$ cat config.mk
export PLATFORM = sky130hd
export DESIGN_NAME = fp_div_issue
export DESIGN_NICKNAME = d
export VERILOG_FILES = /design/src/rtl/fp_div_issue.sv
export SDC_FILE = /design/constraint.sdc
export NUM_CORES = 1
export LEC_CHECK = 0
export ABC_CLOCK_PERIOD_IN_PS = 2980
export BUFFER_PORTS_ARGS = -buffer_cell sky130_fd_sc_hd__buf_4
export CAP_MARGIN = 20
export CORE_MARGIN = 1.5
export CORE_UTILIZATION = 37
export CTS_BUF_LIST = sky130_fd_sc_hd__clkbuf_8
export CTS_CLUSTER_DIAMETER = 40
export CTS_CLUSTER_SIZE = 16
export DETAILED_ROUTE_END_ITERATION = 16
export PLACE_DENSITY = 0.62
export SLEW_MARGIN = 25
export SYNTH_ARGS = -nofsm -noshare
export SYNTH_HDL_FRONTEND = slang
export SYNTH_SLANG_ARGS = --single-unit
$ cat constraint.sdc
create_clock -name clk -period 2.98 [get_ports clk]
set_input_delay 0.447 -clock clk [delete_from_list [all_inputs] [get_ports clk]]
set_output_delay 0.447 -clock clk [all_outputs]
set_load 0.05 [all_outputs]
$ cat src/rtl/fp_div_issue.sv
// fp_div_issue -- operand issue / result capture controller for FP_Divider.
//
// Accepts single-precision operand pairs on a valid/ready handshake and
// classifies them. Ordinary operands are presented to the divider with a
// one-cycle en pulse, and the divider's registered quotient is captured on the
// following cycle. Zero, inf, NaN, flushed denormals and out-of-range
// exponents skip the divider and load the IEEE-754 result directly, so the
// downstream consumer always sees one valid/ready result stream.
//
// Optional feature macro: FP_DIV_FLAGS_EN (adds out_flags and its register).
//
// Ports:
//   clk, rst         clock; asynchronous active-low reset
//   in_valid/ready   operand handshake
//   in_a, in_b       dividend / divisor (IEEE single)
//   div_a, div_b     operand registers, wired to divider A/B
//   div_en           divider enable, high only in the ISSUE cycle
//   div_c            divider registered quotient C
//   out_valid/ready  result handshake
//   out_c            registered quotient
//   out_flags        {invalid, div_by_zero, overflow, underflow}
//                    (only with FP_DIV_FLAGS_EN)

module fp_div_issue #(
    parameter int DW     = 32,
    parameter int EX_DW  = 8,
    parameter int MAN_DW = 23
) (
    input  logic          clk,
    input  logic          rst,
    input  logic          in_valid,
    output logic          in_ready,
    input  logic [DW-1:0] in_a,
    input  logic [DW-1:0] in_b,
    output logic [DW-1:0] div_a,
    output logic [DW-1:0] div_b,
    output logic          div_en,
    input  logic [DW-1:0] div_c,
    output logic          out_valid,
    input  logic          out_ready,
    output logic [DW-1:0] out_c
`ifdef FP_DIV_FLAGS_EN
    ,
    output logic [3:0]    out_flags
`endif
);

    localparam logic [EX_DW-1:0]  EXP_MAX = {EX_DW{1'b1}};
    localparam logic [EX_DW-1:0]  EXP_ZRO = '0;
    localparam logic [MAN_DW-1:0] MAN_ZRO = '0;
    // Quiet NaN: sign 0, exponent all ones, mantissa MSB set.
    localparam logic [DW-1:0]     QNAN    = {1'b0, EXP_MAX, 1'b1, {(MAN_DW-1){1'b0}}};
    localparam logic signed [9:0] BIAS    = 10'sd127;
    localparam logic signed [9:0] E_OVF   = 10'sd255;

    typedef enum logic [1:0] {
        IDLE  = 2'd0,
        ISSUE = 2'd1,
        CAPT  = 2'd2,
        HOLD  = 2'd3
    } state_t;

    state_t state, state_nx;

    // ------------------------------------------------------------------
    // Operand field decode (on the raw inputs, so the class is known on
    // the accept edge itself)
    // ------------------------------------------------------------------
    logic              sign_q;
    logic [EX_DW-1:0]  ea, eb;
    logic [MAN_DW-1:0] ma, mb;
    logic              a_zero, b_zero, a_inf, b_inf, a_nan, b_nan;
    logic signed [9:0] exp_q;

    logic c_invalid, c_inf, c_dbz, c_zero, c_ovf, c_unf, finite_nz;
    logic special;
    logic [DW-1:0] spec_c;

    always_comb begin
        sign_q = in_a[DW-1] ^ in_b[DW-1];
        ea     = in_a[DW-2 -: EX_DW];
        eb     = in_b[DW-2 -: EX_DW];
        ma     = in_a[MAN_DW-1:0];
        mb     = in_b[MAN_DW-1:0];

        // Denormals are flushed: any zero exponent counts as zero.
        a_zero = (ea == EXP_ZRO);
        b_zero = (eb == EXP_ZRO);
        a_inf  = (ea == EXP_MAX) && (ma == MAN_ZRO);
        b_inf  = (eb == EXP_MAX) && (mb == MAN_ZRO);
        a_nan  = (ea == EXP_MAX) && (ma != MAN_ZRO);
        b_nan  = (eb == EXP_MAX) && (mb != MAN_ZRO);

        // Quotient exponent; one less when the mantissa quotient is < 1,
        // because the divider then normalises by one place.
        exp_q = $signed({2'b00, ea}) - $signed({2'b00, eb}) + BIAS
              - $signed({9'b0, (ma < mb)});

        // Mutually exclusive classes, evaluated in priority order.
        c_invalid = a_nan || b_nan || (a_zero && b_zero) || (a_inf && b_inf);
        c_inf     = !c_invalid && a_inf;
        c_dbz     = !c_invalid && !a_inf && b_zero;
        c_zero    = !c_invalid && !a_inf && !b_zero && (a_zero || b_inf);
        finite_nz = !c_invalid && !c_inf && !c_dbz && !c_zero;
        c_ovf     = finite_nz && (exp_q >= E_OVF);
        c_unf     = finite_nz && (exp_q <= 10'sd0);

        special = c_invalid || c_inf || c_dbz || c_zero || c_ovf || c_unf;

        if (c_invalid)
            spec_c = QNAN;
        else if (c_inf || c_dbz || c_ovf)
            spec_c = {sign_q, EXP_MAX, MAN_ZRO};
        else
            spec_c = {sign_q, EXP_ZRO, MAN_ZRO};
    end

    // ------------------------------------------------------------------
    // Control FSM
    // ------------------------------------------------------------------
    logic accept;

    always_ff @(posedge clk or negedge rst) begin
        if (!rst)
            state <= IDLE;
        else
            state <= state_nx;
    end

    always_comb begin
        state_nx  = state;
        in_ready  = 1'b0;
        div_en    = 1'b0;
        out_valid = 1'b0;
        accept    = 1'b0;

        case (state)
            IDLE: begin
                // Held low during reset even though state is already IDLE.
                in_ready = rst;
                accept   = in_valid && rst;
                if (accept)
                    state_nx = special ? HOLD : ISSUE;
            end
            ISSUE: begin
                div_en   = 1'b1;
                state_nx = CAPT;
            end
            CAPT: begin
                state_nx = HOLD;
            end
            HOLD: begin
                out_valid = 1'b1;
                // A new pair can only enter on the same edge the current
                // result leaves, which keeps out_c stable under backpressure.
                in_ready  = out_ready;
                accept    = in_valid && out_ready;
                if (accept)
                    state_nx = special ? HOLD : ISSUE;
                else if (out_ready)
                    state_nx = IDLE;
            end
            default: state_nx = IDLE;
        endcase
    end

    // ------------------------------------------------------------------
    // Operand and result registers
    // ------------------------------------------------------------------
    always_ff @(posedge clk or negedge rst) begin
        if (!rst) begin
            div_a <= '0;
            div_b <= '0;
        end else if (accept) begin
            div_a <= in_a;
            div_b <= in_b;
        end
    end

    always_ff @(posedge clk or negedge rst) begin
        if (!rst)
            out_c <= '0;
        else if (accept && special)
            out_c <= spec_c;
        else if (state == CAPT)
            out_c <= div_c;
    end

`ifdef FP_DIV_FLAGS_EN
    always_ff @(posedge clk or negedge rst) begin
        if (!rst)
            out_flags <= 4'b0000;
        else if (accept && special)
            out_flags <= {c_invalid, c_dbz, c_ovf, c_unf};
        else if (state == CAPT)
            out_flags <= 4'b0000;
    end
`endif

endmodule

==> metrics.yaml <==
path_max_fanout: 5
dp_slack_ns: -1.497
status: "complete, but fails checks"
place_congestion: 0.8378
dp_hpwl_um: 11970
start_kind: "input pin"
clk-insertion-delay-late_ns: 0.39
yosys_warnings: 0
p_per_area_nw_per_um2: 1131
h-tree-depth: 3
syn_inst: 476
r2r_slack_ns: 0.70
fin_ws_ns: -0.9283
power_frac_comb_pct: 65.3
cts_tree: "yes"
worstRegToRegCells: 7
antenna_found_initial: 0
r2r_end: "div_a[25]"
ios: 199
period_needed_ns: 3.908
num_vias: 4742
numCtsBuffers: 9
clock_skew_ns: 0.01274
cp_top_family: "compound AO/OA/AOI/OAI gates"
viasPerCell: 4.950
yosysSeqAreaShare_pct: 45.26
avgRoutedWirePerCell_um: 15.82
async_flop_share_pct: 100.0
finalSetupViolCount: 33
synth-simple-area-share_pct: 8.797
ys_ff_latch: 98
max_stage_delay_ns: 0.47
grt_pass1_wl_um: 23320
p_switching_mw: 4.786
peakVddDrop_mv: 0.6810
max_freq_mhz: 255.9
min_path_type: "in -> async"
first_iter_violations: 148
clk_pin_slew_ns: 0.12
synth_top_family_by_area: "multiplexers"
die_w_um: 124.0
nets: 913
clockBufferDepth: 2
syn_to_final_growth_pct: 53.22
crit_top_cell: "a21o_1"
slowest_stage: "or4b_1"
chipHeight_um: 124.0
start_util_pct: 37.57
arrival_ns: 4.20
synth_xor_area_share_pct: 1.940
sw_frac_of_total_pct: 50.96
r2r_start: "state[0]"
hold-worst-slack_ns: 0.1036
p_int_mw: 4.605
ys_types: 51
synth_area_um2: 5419
diodes: 0
p_leak_nw: 4.085
worstMarginPinSlew_ns: 0.8185
crit_required_ns: 3.27
post-route-period-util_pct: 131.2
slew_headroom_pct: 45.43
cap_violations: 0
violations: "setup timing"
criticalPathCategory: "in -> reg"
endpoint_kind: "flop"
dieArea_um2: 15380
clkPwrFrac_pct: 9.2
drc: 0
synth_top_flop_cell: "dfrtp_1"
drive_gt1_share_pct: 55.43
gr-total-overflow: 0
grt_start_max_net_pins: 66
core_area_um2: 14420
port_buffers: 198
rows: 44
finalHoldViolCount: 0
grt_pass1_vias: 4862
dr.pass1.iters: 6
worstPathCellList: "buf_12 -> inv_12 -> ha_4 -> a21o_1 -> a21o_1 -> a21o_1 -> a211oi_2 -> o21ai_2 -> a21oi_4 -> o21ai_2 -> ha_2 -> ha_4 -> inv_2 -> fa_2 -> xnor2_2 -> or4b_1 -> or3_4 -> o311ai_4 -> o21a_2 -> buf_6 -> clkbuf_16 -> nor2_1"
synth_enable_flop_cells: 0
rsz0062_at_grt: "yes"
yosys.area_share.adder_pct: 10.44
cts_hold_buf: 0
cts.sinks: 98
seqPwrFrac_pct: 25.5
synth_mux_area_share_pct: 19.51
grt_usage_pct: 19.78
avgSynthCellArea_um2: 11.38
synth-compound-area-share_pct: 9.882
root_buffer: "clkbuf_8"
crit_buf_inv: 5
slew_viol_final: 0
synth_nets: 620
drt_wl_total_um: 15160
ant_nets: 0
[state kept, by name, indices dropped and copies added (netlist names)]
name,cells
state,2
div_b,32
out_c,32
div_a,32
[synthesized netlist by cell type (2+ instances only)]
| cell | n | share of area [%] |
|---|---|---|
| a211oi_1 | 2 | 0.28 |
| inv_1 | 42 | 2.9 |
| a21o_1 | 13 | 1.8 |
| nor3_1 | 4 | 0.37 |
| buf_6 | 2 | 0.42 |
| a21oi_1 | 23 | 2.1 |
| o211ai_1 | 3 | 0.42 |
| o21ai_0 | 10 | 0.92 |
| a211oi_2 | 2 | 0.46 |
| fa_1 | 2 | 0.74 |
| xor2_1 | 6 | 0.97 |
| nand2_1 | 16 | 1.1 |
| ha_1 | 42 | 9.7 |
| xnor2_1 | 6 | 0.97 |
| mux2_2 | 65 | 14 |
| a31oi_1 | 2 | 0.23 |
| buf_1 | 3 | 0.21 |
| mux2i_1 | 31 | 5.7 |
| o21bai_1 | 2 | 0.28 |
| a31o_2 | 2 | 0.32 |
| nand4_1 | 10 | 1.2 |
| nor4_1 | 15 | 1.7 |
| dfrtp_1 | 98 | 45 |
| nand2b_1 | 4 | 0.46 |
| nor2_1 | 38 | 2.6 |
| clkbuf_1 | 8 | 0.55 |
[final cells by class]
cell class | instances | area [um2]
fill | 1278 | 6121
sequential | 98 | 2452
multi-input combinational | 322 | 2938
timing repair buffer | 296 | 2311
tap | 184 | 230.2
clock inverter | 7 | 75.07
clock buffer | 9 | 123.9
inverter | 42 | 172.7
[metal layers]
layer | global-route usage [%] | up-vias | share of wire, % | wire length, um
met4 | 7.315 | 0 | 1.8 | 268
met2 | 33.63 | 161 | 48 | 7350
met1 | 23.82 | 2268 | 42 | 6346
met5 | 0 | - | 0 | 0
met3 | 5.678 | 20 | 7.9 | 1192
li1 | - | 2293 | - | -
[power groups by stage]
stage | combinational, mW | clock (mW) | sequential, mW
2_1_floorplan | 1.77 | 0 | 4.67
3_3_place_gp | 5.86 | 0 | 2.39
3_5_place_dp | 5.94 | 0 | 2.43
4_1_cts | 6.06 | 0.896 | 2.41
5_1_grt | 6.48 | 0.944 | 2.49
6_report | 6.13 | 0.864 | 2.40
[kinds of logic (layout without fill, tap and decap cells)]
logic type / count (synthesis) / after routing
multiplexers: 97 / 97
buffers and inverters: 56 / 354
XOR/XNOR: 12 / 12
adder cells (fa/ha/maj): 44 / 44
AO/OA/AOI/OAI: 73 / 73
flip-flops: 98 / 98
AND/OR/NAND/NOR: 96 / 96
[repair_timing]
action | 4_1_cts | 5_1_grt
setup buffers | 5 | 4
setup endpoints to repair | 33 | 33
hold endpoints to repair | 0 | 0
cloned | 1 | 1
resized for setup | 15 | 30
pin swaps | 15 | 13
[cells in the final DEF (no fill, tap or decap), types with 10 or more instances in the layout]
master   synthesis  layout
nor2_2           0      12
nor2_1          38      25
inv_1           42      39
nor4_1          15      15
nand2_1         16      16
nand4_1         10      10
dfrtp_1         98      98
mux2i_1         31      31
buf_4            0     286
ha_1            42      36
mux2_2          65      65
a21oi_1         23      16
a21o_1          13      13
[metrics by stage]
step / utilization [%] / total power [mW] / std cells / cell area, um2 / TNS, ns
4_1_cts: 56.63 / 9.364 / 955 / 8168 / -28.37
5_1_grt: 57.56 / 9.914 / 958 / 8303 / -32.89
3_3_place_gp: 54.26 / 8.252 / 933 / 7826 / -44.59
3_5_place_dp: 54.26 / 8.366 / 933 / 7826 / -48.20
2_1_floorplan: - / 6.439 / 476 / 5480 / -31.66
6_report: 57.56 / 9.391 / 958 / 8303 / -28.74
[worst max-delay path by stage]
stage / slack [ns] / depth (start not counted) / end / startpoint
after floorplan: -1.03 / 19 / out_c[22] / in_b[8]
after global placement: -1.38 / 19 / out_c[10] / in_a[1]
after detailed placement: -1.50 / 19 / out_c[7] / in_a[1]
after CTS: -0.88 / 21 / out_c[21] / in_b[8]
after global routing: -1.05 / 22 / out_c[18] / in_b[8]
final: -0.93 / 22 / out_c[14] / in_b[8]
No activity file was read; power rests on OpenSTA's default activity.
